[src/rtl/csr_access_unit_if.sv]
// Request/response and CSR set/clear bus bundle for csr_access_unit.
// master is the access unit's view; slave is execute stage + CSR file side.
interface csr_access_unit_if;
  logic        req_valid_i;
  logic        req_ready_o;
  logic [1:0]  req_op_i;
  logic [11:0] req_addr_i;
  logic [31:0] req_wdata_i;
  logic        req_src_zero_i;
  logic [1:0]  priv_i;
  logic        flush_i;
  logic        rsp_valid_o;
  logic        rsp_ready_i;
  logic [31:0] rsp_rdata_o;
  logic        rsp_illegal_o;
  logic        csr_en_o;
  logic [11:0] csr_addr_o;
  logic [31:0] csr_set_o;
  logic [31:0] csr_clear_o;
  logic        csr_ack_i;
  logic [31:0] csr_rdata_i;

  modport master (
    input  req_valid_i, req_op_i, req_addr_i, req_wdata_i, req_src_zero_i,
           priv_i, flush_i, rsp_ready_i, csr_ack_i, csr_rdata_i,
    output req_ready_o, rsp_valid_o, rsp_rdata_o, rsp_illegal_o,
           csr_en_o, csr_addr_o, csr_set_o, csr_clear_o
  );

  modport slave (
    output req_valid_i, req_op_i, req_addr_i, req_wdata_i, req_src_zero_i,
           priv_i, flush_i, rsp_ready_i, csr_ack_i, csr_rdata_i,
    input  req_ready_o, rsp_valid_o, rsp_rdata_o, rsp_illegal_o,
           csr_en_o, csr_addr_o, csr_set_o, csr_clear_o
  );
endinterface

[src/rtl/csr_access_unit.sv]
// CSR instruction initiator: probe (read + ack check), optional set/clear write,
// then old value or illegal flag on a valid/ready response port.
module csr_access_unit #(
  parameter bit RO_CHECK   = 1'b1,
  parameter bit PRIV_CHECK = 1'b1
) (
  input logic              clk_i,
  input logic              rst_i,
  csr_access_unit_if.master bus
);
  typedef enum logic [1:0] {IDLE, PROBE, WRITE, RESP} state_e;
  localparam logic [1:0] OP_RW = 2'b01, OP_RS = 2'b10, OP_RC = 2'b11;

  state_e      state;
  logic [1:0]  op_q, priv_q;
  logic [11:0] addr_q;
  logic [31:0] wdata_q, rdata_q;
  logic        src_zero_q;

  logic        wr, illegal;
  logic [31:0] set_nxt, clr_nxt;

  assign wr      = (op_q == OP_RW) || !src_zero_q;
  assign illegal = !bus.csr_ack_i
                || (PRIV_CHECK && (addr_q[9:8] > priv_q))
                || (RO_CHECK && wr && (addr_q[11:10] == 2'b11));

  always_comb begin
    set_nxt = '0;
    clr_nxt = '0;
    case (op_q)
      OP_RW: begin set_nxt = wdata_q; clr_nxt = ~wdata_q; end
      OP_RS: set_nxt = wdata_q;
      OP_RC: clr_nxt = wdata_q;
      default: ;
    endcase
  end

  always_ff @(posedge clk_i or posedge rst_i) begin
    if (rst_i) begin
      state             <= IDLE;
      op_q              <= '0;
      priv_q            <= '0;
      addr_q            <= '0;
      wdata_q           <= '0;
      rdata_q           <= '0;
      src_zero_q        <= 1'b0;
      bus.req_ready_o   <= 1'b1;
      bus.rsp_valid_o   <= 1'b0;
      bus.rsp_rdata_o   <= '0;
      bus.rsp_illegal_o <= 1'b0;
      bus.csr_en_o      <= 1'b0;
      bus.csr_addr_o    <= '0;
      bus.csr_set_o     <= '0;
      bus.csr_clear_o   <= '0;
    end else begin
      // Bus outputs live for exactly one state; only PROBE/WRITE entry re-arms them.
      bus.csr_en_o    <= 1'b0;
      bus.csr_addr_o  <= '0;
      bus.csr_set_o   <= '0;
      bus.csr_clear_o <= '0;
      case (state)
        IDLE: if (bus.req_valid_i && !bus.flush_i) begin
          op_q            <= bus.req_op_i;
          addr_q          <= bus.req_addr_i;
          wdata_q         <= bus.req_wdata_i;
          src_zero_q      <= bus.req_src_zero_i;
          priv_q          <= bus.priv_i;
          bus.req_ready_o <= 1'b0;
          if (bus.req_op_i == 2'b00) begin
            state             <= RESP;
            bus.rsp_valid_o   <= 1'b1;
            bus.rsp_rdata_o   <= '0;
            bus.rsp_illegal_o <= 1'b1;
          end else begin
            state          <= PROBE;
            bus.csr_en_o   <= 1'b1;
            bus.csr_addr_o <= bus.req_addr_i;
          end
        end
        PROBE: begin
          if (bus.flush_i) begin
            state           <= IDLE;
            bus.req_ready_o <= 1'b1;
          end else if (illegal || !wr) begin
            state             <= RESP;
            bus.rsp_valid_o   <= 1'b1;
            bus.rsp_rdata_o   <= illegal ? 32'h0 : bus.csr_rdata_i;
            bus.rsp_illegal_o <= illegal;
          end else begin
            state           <= WRITE;
            rdata_q         <= bus.csr_rdata_i;
            bus.csr_en_o    <= 1'b1;
            bus.csr_addr_o  <= addr_q;
            bus.csr_set_o   <= set_nxt;
            bus.csr_clear_o <= clr_nxt;
          end
        end
        WRITE: begin
          // The write is already on the bus this cycle; a flush only drops the response.
          if (bus.flush_i) begin
            state           <= IDLE;
            bus.req_ready_o <= 1'b1;
          end else begin
            state             <= RESP;
            bus.rsp_valid_o   <= 1'b1;
            bus.rsp_rdata_o   <= rdata_q;
            bus.rsp_illegal_o <= 1'b0;
          end
        end
        RESP: if (bus.rsp_ready_i || bus.flush_i) begin
          state             <= IDLE;
          bus.req_ready_o   <= 1'b1;
          bus.rsp_valid_o   <= 1'b0;
          bus.rsp_rdata_o   <= '0;
          bus.rsp_illegal_o <= 1'b0;
        end
        default: state <= IDLE;
      endcase
    end
  end
endmodule

[src/flat_wrapper.sv]
// flat-port wrapper written by rule: the top's interface ports become plain ports
module csr_access_unit_flat 
#(
  parameter bit RO_CHECK   = 1'b1,
  parameter bit PRIV_CHECK = 1'b1
)
  (clk_i, rst_i, bus_req_valid_i, bus_req_op_i, bus_req_addr_i, bus_req_wdata_i, bus_req_src_zero_i, bus_priv_i, bus_flush_i, bus_rsp_ready_i, bus_csr_ack_i, bus_csr_rdata_i, bus_req_ready_o, bus_rsp_valid_o, bus_rsp_rdata_o, bus_rsp_illegal_o, bus_csr_en_o, bus_csr_addr_o, bus_csr_set_o, bus_csr_clear_o);
  csr_access_unit_if bus_i ();
  input logic clk_i;
  input logic rst_i;
  input wire logic [$bits(bus_i.req_valid_i)-1:0] bus_req_valid_i;
  input wire logic [$bits(bus_i.req_op_i)-1:0] bus_req_op_i;
  input wire logic [$bits(bus_i.req_addr_i)-1:0] bus_req_addr_i;
  input wire logic [$bits(bus_i.req_wdata_i)-1:0] bus_req_wdata_i;
  input wire logic [$bits(bus_i.req_src_zero_i)-1:0] bus_req_src_zero_i;
  input wire logic [$bits(bus_i.priv_i)-1:0] bus_priv_i;
  input wire logic [$bits(bus_i.flush_i)-1:0] bus_flush_i;
  input wire logic [$bits(bus_i.rsp_ready_i)-1:0] bus_rsp_ready_i;
  input wire logic [$bits(bus_i.csr_ack_i)-1:0] bus_csr_ack_i;
  input wire logic [$bits(bus_i.csr_rdata_i)-1:0] bus_csr_rdata_i;
  output wire logic [$bits(bus_i.req_ready_o)-1:0] bus_req_ready_o;
  output wire logic [$bits(bus_i.rsp_valid_o)-1:0] bus_rsp_valid_o;
  output wire logic [$bits(bus_i.rsp_rdata_o)-1:0] bus_rsp_rdata_o;
  output wire logic [$bits(bus_i.rsp_illegal_o)-1:0] bus_rsp_illegal_o;
  output wire logic [$bits(bus_i.csr_en_o)-1:0] bus_csr_en_o;
  output wire logic [$bits(bus_i.csr_addr_o)-1:0] bus_csr_addr_o;
  output wire logic [$bits(bus_i.csr_set_o)-1:0] bus_csr_set_o;
  output wire logic [$bits(bus_i.csr_clear_o)-1:0] bus_csr_clear_o;
  assign bus_i.req_valid_i = bus_req_valid_i;
  assign bus_i.req_op_i = bus_req_op_i;
  assign bus_i.req_addr_i = bus_req_addr_i;
  assign bus_i.req_wdata_i = bus_req_wdata_i;
  assign bus_i.req_src_zero_i = bus_req_src_zero_i;
  assign bus_i.priv_i = bus_priv_i;
  assign bus_i.flush_i = bus_flush_i;
  assign bus_i.rsp_ready_i = bus_rsp_ready_i;
  assign bus_i.csr_ack_i = bus_csr_ack_i;
  assign bus_i.csr_rdata_i = bus_csr_rdata_i;
  assign bus_req_ready_o = bus_i.req_ready_o;
  assign bus_rsp_valid_o = bus_i.rsp_valid_o;
  assign bus_rsp_rdata_o = bus_i.rsp_rdata_o;
  assign bus_rsp_illegal_o = bus_i.rsp_illegal_o;
  assign bus_csr_en_o = bus_i.csr_en_o;
  assign bus_csr_addr_o = bus_i.csr_addr_o;
  assign bus_csr_set_o = bus_i.csr_set_o;
  assign bus_csr_clear_o = bus_i.csr_clear_o;
  csr_access_unit #(.RO_CHECK(RO_CHECK), .PRIV_CHECK(PRIV_CHECK)) u_core (.clk_i(clk_i), .rst_i(rst_i), .bus(bus_i));
endmodule
[config.mk]
export PLATFORM = sky130hd
export DESIGN_NAME = csr_access_unit_flat
export DESIGN_NICKNAME = d
export VERILOG_FILES = /design/src/rtl/csr_access_unit_if.sv /design/src/rtl/csr_access_unit.sv /design/src/flat_wrapper.sv
export SDC_FILE = /design/constraint.sdc
export NUM_CORES = 1
export LEC_CHECK = 0
export BUFFER_PORTS_ARGS = -buffer_cell sky130_fd_sc_hd__buf_2
export CORE_MARGIN = 4
export CORE_UTILIZATION = 45
export CTS_CLUSTER_DIAMETER = 60
export DETAILED_ROUTE_END_ITERATION = 16
export GPL_TIMING_DRIVEN = 0
export MAX_ROUTING_LAYER = met4
export PLACE_DENSITY = 0.69
export SLEW_MARGIN = 15
export SYNTH_ARGS = -nofsm -noshare
export SYNTH_HDL_FRONTEND = slang
export SYNTH_SLANG_ARGS = --single-unit
[constraint.sdc]
create_clock -name clk_i -period 16.6 [get_ports clk_i]
set_clock_uncertainty 0.05 [all_clocks]
set_input_delay 1.66 -clock clk_i [delete_from_list [all_inputs] [get_ports clk_i]]
set_output_delay 1.66 -clock clk_i [all_outputs]
set_load 0.01 [all_outputs]
==> metrics.cfg <==
[timing]
setup_tns_ns = 0
rsz0062_at_grt = no
slew_headroom_pct = 54.3
setup_ws_ns = 13.62
fmax_mhz = 336
finalCritPeriodShare_pct = 17.9
hold_viol_final = 0
setup_viol = 0
tightest_slew_ns = 0.685
layout_min_cycle_time_ns = 2.98
drv_slew = 0

[place]
gp_congestion = 0.799
hpwl_um = 14200
place_area_um2 = 9450
io_buffers = 198
preCtsSetupSlack_ns = 13.16

[clocking]
htree_levels = 4
clk_path_buf_depth = 2
cts.clk_slew.worst_paths_ns = 0.07
clk_latency_ns = 0.43
cts_made_buffers = 17
clkSinkCount = 195
cts_tree = done
ctsRootBufferMaster = clkbuf_16
cts.repair.resized = 0
cts_setup_buffers = 0
hold_buffers = 0

[die]
die_h_um = 142
fp.dieArea_um2 = 20300
dieWidth_um = 142
fp.coreArea_um2 = 17500
boundaryPins = 199
row_count = 48
start_util_pct = 46.5

[power_and_ir_drop]
seqPwrFrac_pct = 40.5
ir_worst_vdd_mv = 0.0998
power.internal_mw = 1.15
pwr-share-clk_pct = 22.3
switching_share_pct = 35.6
p_per_area_nw_per_um2 = 178
power_switching_mw = 0.637
power_frac_comb_pct = 37.2
p_leak_nw = 5.25

[logic_synthesis]
yosys.area.top_type = dfrtp_1
synthTopCellsByArea = dfrtp_1 (60%), mux2_2 (15%), mux2i_1 (4.2%)
ys_seq_area_share_pct = 60.1
yosys.cell_types.count = 38
netlist_top_cells_count = dfrtp_1 (194), mux2_2 (106), nor2_1 (39), mux2i_1 (34), and2_1 (33)
syn_inst = 583
synth_warnings = 0
async_reset_ff_share_pct = 100
yosysMostFrequentCell = dfrtp_1
netlist.area_leader.share_pct = 59.8
synth_area_per_cell_um2 = 13.9
synth_edf_count = 0
synth-seq-cells = 195
synth_area_um2 = 8120
syn_nets = 679
synth_flop_cell = dfrtp_1

[routing]
viasPerCell = 5.23
drt-initial-drc-count = 316
finalWirelength_um = 19300
drt_pass1_iterations = 4
vias = 5466
wl_per_cell_um = 18.4
drtAntennaViolNets = 0
drc = 0

[critical_path]
crit_arrival_ns = 3.24
critPathCaptureType = flop
critPathTopFamily = simple AND/OR/NAND/NOR gates
path_buf_inv = 2
cp_max_fo = 10
r2r_start = u_core.addr_q[9]
critPathLaunch = bus_flush_i
slowest_delay_ns = 0.64
crit_chain = buf_2 -> nor2b_1 -> nor3b_4 -> buf_6 -> mux2_2
critPathLaunchType = primary input
crit_type = primary input to flop
crit_required_ns = 16.86
critPathSlowestCell = nor3b_4

[layout]
fin_area_um2 = 10000
regArea_um2 = 4880
fin_nets = 898
drive_above_1_share_pct = 45.9
multiInputGateArea_um2 = 2970
fill_cells = 1465
area_growth_pct = 23.7

[grt]
grt_pass1_wl_um = 31200
grt_max_degree = 90
antenna_found_initial = 5
first_global_vias = 6031
track_usage_pct = 20.2
overflow = 0

[min_path]
hp-class = flop to flop
min_from = u_core.bus.req_ready_o

[flow_run]
cap_violations = 0

[run_status]
outcome = finished, final reports clean

==> worst register-to-register path: cells and delay by family, from the launching register on <==
kind | cells | cell delay (ns)
and+or+nand+nor | 2 | 0.76
DFF | 1 | 0.40
muxes | 1 | 0.35
adders and majority gates | 1 | 0.31
buffers and inverters | 1 | 0.25
AOI/OAI and AO/OA | 1 | 0.22
==> worst paths after layout <==
path,end,slack [ns],cells after the start
setup / recovery,u_core.rdata_q[31],13.62,5
hold reg to reg,u_core.bus.req_ready_o,0.43,2
setup reg to reg,u_core.rdata_q[31],14.14,6
min in group asynchronous,u_core.wdata_q[14],1.13,2
max in group asynchronous,u_core.bus.req_ready_o,14.28,4
hold / removal,u_core.bus.req_ready_o,0.43,2
==> kinds of logic (layout without fill, tap and decap cells) <==
kind of cell,count (synthesis),after routing,synth area share [%]
DFF,195,195,60.1
muxes,148,148,20.3
and+or+nand+nor,120,120,8.41
AOI/OAI and AO/OA,58,58,6.43
buffers and inverters,53,285,3.33
adders and majority gates,9,9,1.39
other,0,5,0
==> metrics by stage <==
stage               instances  utilization (%)  hold WS (ns)  power [mW]
global route             1045             57.5         0.458        1.91
finish                   1045             57.5         0.432        1.79
global placement         1006             53.7         0.418        1.37
detailed placement       1008             54.1         0.421        1.41
floorplan                 583                -         0.408        1.19
CTS                      1040             57.4         0.438        1.81
==> per-layer routing <==
layer  global-route usage [%]  vias up  part of all wire [%]
li1                         -     2522                     -
met1                     25.0     2737                    42
met2                     32.3      174                    49
met3                     4.94       33                   5.4
met4                     7.55        0                   3.0
met5                        -        -                     0
==> area by class of cell <==
class                      count  area share [%]
sequential                   195            48.6
multi-input combinational    335            29.5
timing repair buffer         200            10.4
clock buffer                  18            4.37
tap                          225            2.80
buffer                        44            2.35
clock inverter                14            1.41
inverter                       9           0.411
antenna                        5           0.125
==> power by group through the flow <==
stage	logic (mW)	registers [mW]	clock network [mW]
after CTS	0.674	0.726	0.408
final	0.666	0.726	0.400
after detailed placement	0.671	0.734	0
after floorplan	0.453	0.738	0
after global routing	0.731	0.745	0.431
after global placement	0.645	0.724	0
==> flip-flops by register name, indices dropped and copies added, names as in the netlist, 2 cells and up <==
register,count
u_core.bus.csr_clear_o,32
u_core.priv_q,2
u_core.rdata_q,32
u_core.bus.rsp_rdata_o,32
u_core.state,2
u_core.bus.csr_set_o,32
u_core.wdata_q,32
u_core.bus.csr_addr_o,12
u_core.op_q,2
u_core.addr_q,12
==> placed cells by master, fill, tap and decap left out, types with 6 or more instances in the layout <==
master,netlist,routed
inv_1,9,8
buf_6,7,7
mux2_4,7,7
ha_1,9,9
clkbuf_16,0,17
a32o_1,32,32
mux2i_1,34,34
a22o_1,12,12
mux2_2,106,106
dfrtp_1,194,194
inv_8,0,6
clkbuf_1,24,24
buf_2,12,210
and3_1,32,32
nor2_1,39,39
and2_1,33,33
Power figures use the tool's default switching activity.
